`config.mk`:
```
export PLATFORM = sky130hd
export DESIGN_NAME = pool1_ctrl
export DESIGN_NICKNAME = d
export VERILOG_FILES = /design/src/rtl/lenet_pkg.sv /design/src/rtl/win_addr_gen.sv /design/src/rtl/pool1_ctrl.sv
export SDC_FILE = /design/constraint.sdc
export NUM_CORES = 1
export LEC_CHECK = 0
export ABC_AREA = 1
export CAP_MARGIN = 20
export CORE_MARGIN = 10
export CORE_UTILIZATION = 35
export DETAILED_ROUTE_END_ITERATION = 8
export HOLD_SLACK_MARGIN = 0.15
export PLACE_DENSITY_LB_ADDON = 0.25
export SLEW_MARGIN = 20
export SYNTH_ARGS = -nofsm -noshare
export SYNTH_HDL_FRONTEND = slang
export SYNTH_SLANG_ARGS = --single-unit
```
`constraint.sdc`:
```
create_clock -name clk -period 4.1 [get_ports clk]
set_input_delay 0.82 -clock clk [delete_from_list [all_inputs] [get_ports clk]]
set_output_delay 0.82 -clock clk [all_outputs]
set_load 0.02 [all_outputs]
```
`src/rtl/lenet_pkg.sv`:
```
// Shared LeNet datapath constants: layer geometry, address widths,
// pixel lane format and the pool sequencer state encoding.
package lenet_pkg;

  localparam int LANES    = 6;
  localparam int LANE_W   = 16;

  localparam int C1_IN_W  = 32;
  localparam int C1_OUT_W = 28;

  localparam int P1_IN_W  = 28;
  localparam int P1_OUT_W = 14;
  localparam int P1_RA_W  = 10;
  localparam int P1_WA_W  = 8;
  localparam int P1_RD_LAT = 1;

  localparam logic [1:0] S_IDLE  = 2'd0;
  localparam logic [1:0] S_RUN   = 2'd1;
  localparam logic [1:0] S_DRAIN = 2'd2;
  localparam logic [1:0] S_DONE  = 2'd3;

  typedef enum logic [1:0] {
    ST_IDLE  = S_IDLE,
    ST_RUN   = S_RUN,
    ST_DRAIN = S_DRAIN,
    ST_DONE  = S_DONE
  } p1_state_t;

endpackage

```
`src/rtl/win_addr_gen.sv`:
```
// 2x2 window scan: row/col/phase counters and f2 address.
// Ports: i_clk, i_rst (sync, high), i_en advance; o_raddr, o_p0/o_p3 phase flags, o_last.
module win_addr_gen
  import lenet_pkg::*;
#(
  parameter int IN_W = P1_IN_W,
  parameter int RA_W = P1_RA_W
) (
  input  logic            i_clk,
  input  logic            i_rst,
  input  logic            i_en,
  output logic [RA_W-1:0] o_raddr,
  output logic            o_p0,
  output logic            o_p3,
  output logic            o_last
);

  logic [RA_W-1:0] r_col;
  logic [RA_W-1:0] r_row;
  logic [1:0]      r_ph;

  logic            w_col_end;
  logic            w_row_end;
  logic [RA_W-1:0] w_row_eff;
  logic [RA_W-1:0] w_col_eff;

  assign w_col_end = (r_col == RA_W'(IN_W - 2));
  assign w_row_end = (r_row == RA_W'(IN_W - 2));

  // phase bit 1 selects the lower row, bit 0 the right column
  assign w_row_eff = r_row + RA_W'(r_ph[1]);
  assign w_col_eff = r_col + RA_W'(r_ph[0]);
  assign o_raddr   = w_row_eff * RA_W'(IN_W) + w_col_eff;

  assign o_p0   = (r_ph == 2'd0);
  assign o_p3   = (r_ph == 2'd3);
  assign o_last = o_p3 & w_col_end & w_row_end;

  always_ff @(posedge i_clk) begin
    if (i_rst) begin
      r_col <= '0;
      r_row <= '0;
      r_ph  <= '0;
    end else if (i_en) begin
      r_ph <= r_ph + 2'd1;
      if (r_ph == 2'd3) begin
        if (w_col_end) begin
          r_col <= '0;
          r_row <= w_row_end ? '0 : r_row + RA_W'(2);
        end else begin
          r_col <= r_col + RA_W'(2);
        end
      end
    end
  end

endmodule

```
`src/rtl/pool1_ctrl.sv`:
```
// pool1 sequencer: scans f2 in 2x2 windows, times pool1_clr and f3 writes.
// Ports: clk, rst_n (sync, high), start; busy, done, f2_ren/raddr, pool1_clr, f3_wen/waddr.
module pool1_ctrl
  import lenet_pkg::*;
#(
  parameter int IN_W   = P1_IN_W,
  parameter int OUT_W  = P1_OUT_W,
  parameter int RA_W   = P1_RA_W,
  parameter int WA_W   = P1_WA_W,
  parameter int RD_LAT = P1_RD_LAT
) (
  input  logic            clk,
  input  logic            rst_n,
  input  logic            start,
  output logic            busy,
  output logic            done,
  output logic            f2_ren,
  output logic [RA_W-1:0] f2_raddr,
  output logic            pool1_clr,
  output logic            f3_wen,
  output logic [WA_W-1:0] f3_waddr
);

  localparam int DW = $clog2(RD_LAT + 2);

  p1_state_t       r_state;
  logic [DW-1:0]   r_drn;
  logic [RD_LAT-1:0] r_p0_dly;
  logic [RD_LAT:0] r_p3_dly;
  logic [WA_W-1:0] r_waddr;

  logic            w_run;
  logic            w_p0;
  logic            w_p3;
  logic            w_last;
  logic [RA_W-1:0] w_raddr;

  assign w_run = (r_state == ST_RUN);

  win_addr_gen #(
    .IN_W (IN_W),
    .RA_W (RA_W)
  ) u_addr (
    .i_clk   (clk),
    .i_rst   (rst_n),
    .i_en    (w_run),
    .o_raddr (w_raddr),
    .o_p0    (w_p0),
    .o_p3    (w_p3),
    .o_last  (w_last)
  );

  always_ff @(posedge clk) begin
    if (rst_n) begin
      r_state <= ST_IDLE;
      r_drn   <= '0;
    end else begin
      unique case (r_state)
        ST_IDLE: begin
          if (start) r_state <= ST_RUN;
        end
        ST_RUN: begin
          r_drn <= '0;
          if (w_last) r_state <= ST_DRAIN;
        end
        ST_DRAIN: begin
          // RD_LAT+1 cycles: last data arrives, then the last write issues
          if (r_drn == DW'(RD_LAT)) r_state <= ST_DONE;
          else r_drn <= r_drn + DW'(1);
        end
        ST_DONE: begin
          r_state <= ST_IDLE;
        end
      endcase
    end
  end

  // phase-0 marker lands on the data cycle; phase-3 marker one cycle
  // later, once acc holds the full window max
  always_ff @(posedge clk) begin
    if (rst_n) begin
      r_p0_dly <= '0;
      r_p3_dly <= '0;
      r_waddr  <= '0;
    end else begin
      r_p0_dly[0] <= w_run & w_p0;
      for (int i = 1; i < RD_LAT; i++) r_p0_dly[i] <= r_p0_dly[i-1];
      r_p3_dly[0] <= w_run & w_p3;
      for (int i = 1; i <= RD_LAT; i++) r_p3_dly[i] <= r_p3_dly[i-1];
      if (r_p3_dly[RD_LAT]) begin
        if (r_waddr == WA_W'(OUT_W * OUT_W - 1)) r_waddr <= '0;
        else r_waddr <= r_waddr + WA_W'(1);
      end
    end
  end

  assign f2_ren    = w_run;
  assign f2_raddr  = w_raddr;
  assign pool1_clr = r_p0_dly[RD_LAT-1];
  assign f3_wen    = r_p3_dly[RD_LAT];
  assign f3_waddr  = r_waddr;
  assign busy      = w_run | (r_state == ST_DRAIN);
  assign done      = (r_state == ST_DONE);

endmodule

```
# Yosys cells after proc, flatten, opt, wreduce, memory -nomap -nowiden
# Cells that the tools add are included.
# totals
word_cells	50
ff_bits	37
ram_bits	0
mem_count	0
output_inout_bits	23
input_bits	3
rom_bits	0
latch_bits	0
# classes
addsub	8
bitwise	5
order_cmp	0
shift	0
mul	1
mux	9
div_mod_pow	0
n_eq_ne	12
reduce_logical	7
# op_table
operator	count
$add A10 B1 Y10	2
$add A10 B2 Y10 const B	2
$eq A10 B5 Y1 const B	2
$mux W10	2
$add A10 B10 Y10	1
$mul A10 B3 Y8 const B	1
$add A8 B1 Y8 const B	1
$eq A8 B8 Y1 const B	1
$mux W2	4
$mux W8	1
$pmux W2 S4	1
$eq A2 B2 Y1 const B	3
$ne A2 B2 Y1 const B	3
$reduce_and A3 Y1	2
$add A2 B1 Y2 const B	2
$and A1 B1 Y1	4
$eq A2 B1 Y1 const B	2
$logic_not A2 Y1	2
$pmux W2 S2	1
$reduce_and A2 Y1	2
$ne A2 B1 Y1 const B	1
$reduce_bool A2 Y1	1
$or A1 B1 Y1	1

# Depth between registers and ports, before layout
# logic_depth
ltp_word	5
depth_mapped	17
depth_no_buf	17

# Modules after synthesis
# Synthesis repeated with hierarchy kept, for this count alone.
# hier_totals
hier_cells	391
area_unflattened_um2	2712.6
# by_module_without_submodules
mod	area_each_um2	cells_per_inst	seq_area_each_um2	instances
win_addr_gen	1968.1	289	400.4	1
pool1_ctrl	744.5	102	300.3	1

# Worst setup path after synthesis
# OpenSTA, ideal clock, no wires.
# synth_path
kind	register to output
from	register u_addr.r_row[1]
to	output f2_raddr[9]
t_required_ns	3.280
n_path_buf	0
t_arrival_ns	2.849
path_slack_ns	0.431
stages_incl_launch_ff	17
path_cell_list	dfxtp_1 > inv_1 > fa_1 > inv_1 > ha_1 > inv_1 > fa_1 > nor2_1 > a211oi_1 > xnor2_1 > ha_1 > nand2_1 > or2_2 > nand3_1 > inv_1 > nand3_1 > nand2_1
# synth_between
elab_chain_len	3
# synth_lines
element	line	source
start, declared	win_addr_gen.sv:19	logic [RA_W-1:0] r_row;
start signal, assigned	win_addr_gen.sv:49	r_row <= w_row_end ? '0 : r_row + RA_W'(2);
$add A10 B1 Y10	win_addr_gen.sv:31	assign w_row_eff = r_row + RA_W'(r_ph[1]);
$mul A10 B3 Y8	win_addr_gen.sv:33	assign o_raddr = w_row_eff * RA_W'(IN_W) + w_col_eff;
$add A10 B10 Y10	win_addr_gen.sv:33	
end, declared	pool1_ctrl.sv:18	output logic [RA_W-1:0] f2_raddr,
# Every way passes these cells.

# Final worst setup path
# layout_path
from	register u_addr.r_row[1]
to	output f2_raddr[8]
# Same word-level chain as after synthesis.

==> results.toml <==
[outcome]
status = "complete, no violations"

[global_routing]
largest_net_degree_at_the_start_of_global_routing = 19
grt_pass1_wl_mm = 9.02
groute.usage.overall_pct = 9.71
overflow = 0
antenna_found_initial = 0
first_global_vias = 2012

[critical_path]
timing.critical_path.arrival_ps = 3150
worstSetupPathType = "reg -> out"
slowest_delay_ps = 460
cp_data_required_time_ps = 3280
crit_path_top_delay_cell = "fa_1"
worst-path-max-fanout = 3
critPathTopFamily = "adder cells"
worst_setup_path_start_kind = "flop"
number_of_buffers_and_inverters_on_the_critical_path = 6
worst_setup_path_end_kind = "primary output"
timing.critical_path.cells = "inv_2 -> fa_1 -> inv_1 -> ha_2 -> inv_2 -> fa_2 -> buf_6 -> xnor2_2 -> ha_1 -> nand2_1 -> inv_1 -> nand3_1 -> o211ai_1 -> xor2_1 -> buf_4"

[finish]
final_cell_mix = "inv_1, nand2_1, nor2_1, dfxtp_1, a21oi_1"
finalCoreUtilization_pct = 44.8
area_growth_syn_to_layout_pct = 23.0
most_common_cell_after_layout_fill_and_taps_aside = "inv_1"
num-fill-cells = 698
design_area_um2 = 3080
num-nets-final = 411
antenna_diodes = 0
drive_gt1_share_pct = 17.5

[clock_network]
cts.clk_slew.worst_paths_ps = 70
clk_latency_ps = 290
cts-hold-fix-buffers = 0
cts_htree_levels = 2
cts_tree = "built"
cts.root.buffer_cell = "clkbuf_8"
cts-root-to-sink-buffers = 2
cts_buffers = 5
cts_num_sinks = 35

[synth]
synthesis_warning_total = 0
syn-instance-count = 338
postSynthAreaPerCell_um2 = 7.40
synth_async_sr_flop_share_pct = 0
synth.yosys.seq_area_share_pct = 28.0
synth.cell_area_um2 = 2500
synth_fp_nets = 371
synth.ff_latch_count = 35
synth_enable_flop_cells = 0
ys_types = 37
synth_ff_type = "dfxtp_1"

[place]
post_dp_cell_area_um2 = 2940
gp_congestion = 0.807
port_buffers = 25
hpwlAfterDp_mm = 4.05
post-place-ws_ps = -95.6

[die]
num_rows = 30
floorplan.die_area_um2 = 10900
floorplan.initialDensity_pct = 36.4
io_pins = 26
coreArea_um2 = 6870
die_height_um = 105
floorplan.die.width_um = 105

[pwr]
pwr_density_cell_nw_per_um2 = 307
leakagePower_nw = 1.41
vdd.ir_drop.worst_mv = 0.310
total_power_mw = 0.944

[timing]
clock_skew_ps = 5.89
post_route_worst_setup_slack_ps = 131
hold_viol = 0
maximum_clock_rate_mhz = 252
fin_crit_sh_pct = 96.8
transition_time_at_the_pin_with_the_least_slew_margin_ps = 375
max-slew-margin-rel_pct = 75.0
setup-violations-final = 0
report.final.slew_viol_count = 0
fin_hold_ws_ps = 411
grt_setup_unrepaired = "true"
layout_min_cycle_time_ps = 3970

[routing]
routed_wire_length_per_instance_um = 11.1
routed-via-count = 2110
remaining_drc_errors = 0
ant_nets = 0
detail_route.vias_per_cell = 4.45
detailedRoute.firstIterationViolations = 105
totalWireLength_mm = 5.25
drt-pass1-iter-count = 4

[hold_path]
hold_class = "reg -> reg"

[flow_run]
max_cap_violations = 0
[path summary, 6_finish.rpt]
path | startpoint | to | slack [ps] | cells past startpoint
max | u_addr.r_row[1] | f2_raddr[8] | 130 | 15
min | r_p3_dly[0] | r_p3_dly[1] | 410 | 2
max reg2reg | r_state[1] | u_addr.r_col[8] | 2420 | 8
min reg2reg | r_p3_dly[0] | r_p3_dly[1] | 410 | 2
[cells by family (layout without fill, tap and decap cells)]
logic type | after synthesis | count (layout) | synth area share, %
DFF | 35 | 35 | 28.0
buffers and inverters | 69 | 109 | 10.7
adders and majority gates | 30 | 30 | 16.8
xor gates and xnor gates | 19 | 19 | 6.65
AOI/OAI and AO/OA | 53 | 53 | 11.7
and+or+nand+nor | 132 | 132 | 26.1
[metrics by stage]
stage	TNS [ps]	instances
detailed placement	-169	466
global route	-115	474
floorplan	0	338
global placement	0	466
CTS	0	473
finish	0	474
[timing repair]
item	CTS	global route
endpoints found under the hold margin	0	0
setup endpoints to repair	4	4
buffers inserted	0	1
pin swaps	0	10
gates resized for setup	13	21
[layout make-up]
class / count / area [µm²] / area share [%]
clock buffer: 6 / 82.6 / 2.68
inverter: 62 / 234 / 7.60
sequential: 35 / 704 / 22.9
multi-input combinational: 234 / 1570 / 51.1
tap: 96 / 120 / 3.90
timing repair buffer: 40 / 359 / 11.7
clock inverter: 1 / 5.00 / 0.163
[tightest hold or removal path, cell delays in order, from the launching register on]
cell and delay (ps):
dfxtp_1 300, inv_1 40, nor2_1 30
[cell usage after synthesis (3+ instances only)]
| cell type | number | share of area, % |
|---|---|---|
| inv_1 | 56 | 8.4 |
| nand2_1 | 52 | 7.8 |
| dfxtp_1 | 35 | 28 |
| nor2_1 | 33 | 5.0 |
| a21oi_1 | 25 | 5.0 |
| ha_1 | 24 | 12 |
| nand3_1 | 18 | 3.6 |
| o21ai_0 | 14 | 2.8 |
| xor2_1 | 14 | 4.9 |
| fa_1 | 6 | 4.8 |
| clkbuf_1 | 5 | 0.75 |
| inv_2 | 5 | 0.75 |
| nor3_1 | 5 | 1.0 |
| xnor2_1 | 5 | 1.7 |
| nand2_2 | 4 | 1.0 |
| nand3_2 | 4 | 1.6 |
| nor2_4 | 4 | 1.8 |
| nand4_1 | 3 | 0.75 |
[registers in the layout, indices dropped and copies added (netlist names)]
| name | flops |
|---|---|
| f3_waddr | 8 |
| pool1_clr | 1 |
| r_drn | 2 |
| r_p3_dly | 2 |
| r_state | 2 |
| u_addr.r_col | 9 |
| u_addr.r_ph | 2 |
| u_addr.r_row | 9 |
[layer usage]
| metal | vias up | GRT usage, % | wire, µm |
|---|---|---|---|
| li1 | 1158 | - | - |
| met1 | 908 | 11.9 | 2560 |
| met2 | 34 | 15.1 | 2280 |
| met3 | 10 | 3.75 | 321 |
| met4 | 0 | 3.68 | 93 |
| met5 | - | 0 | 0 |
[report_power, final]
| group | switching [mW] | internal, mW | leakage (nW) | total (mW) |
|---|---|---|---|---|
| clock network | 0.126 | 0.132 | 0.0470 | 0.258 |
| logic | 0.172 | 0.131 | 1.08 | 0.303 |
| registers | 0.0187 | 0.365 | 0.284 | 0.383 |
Power figures use the tool's default switching activity.
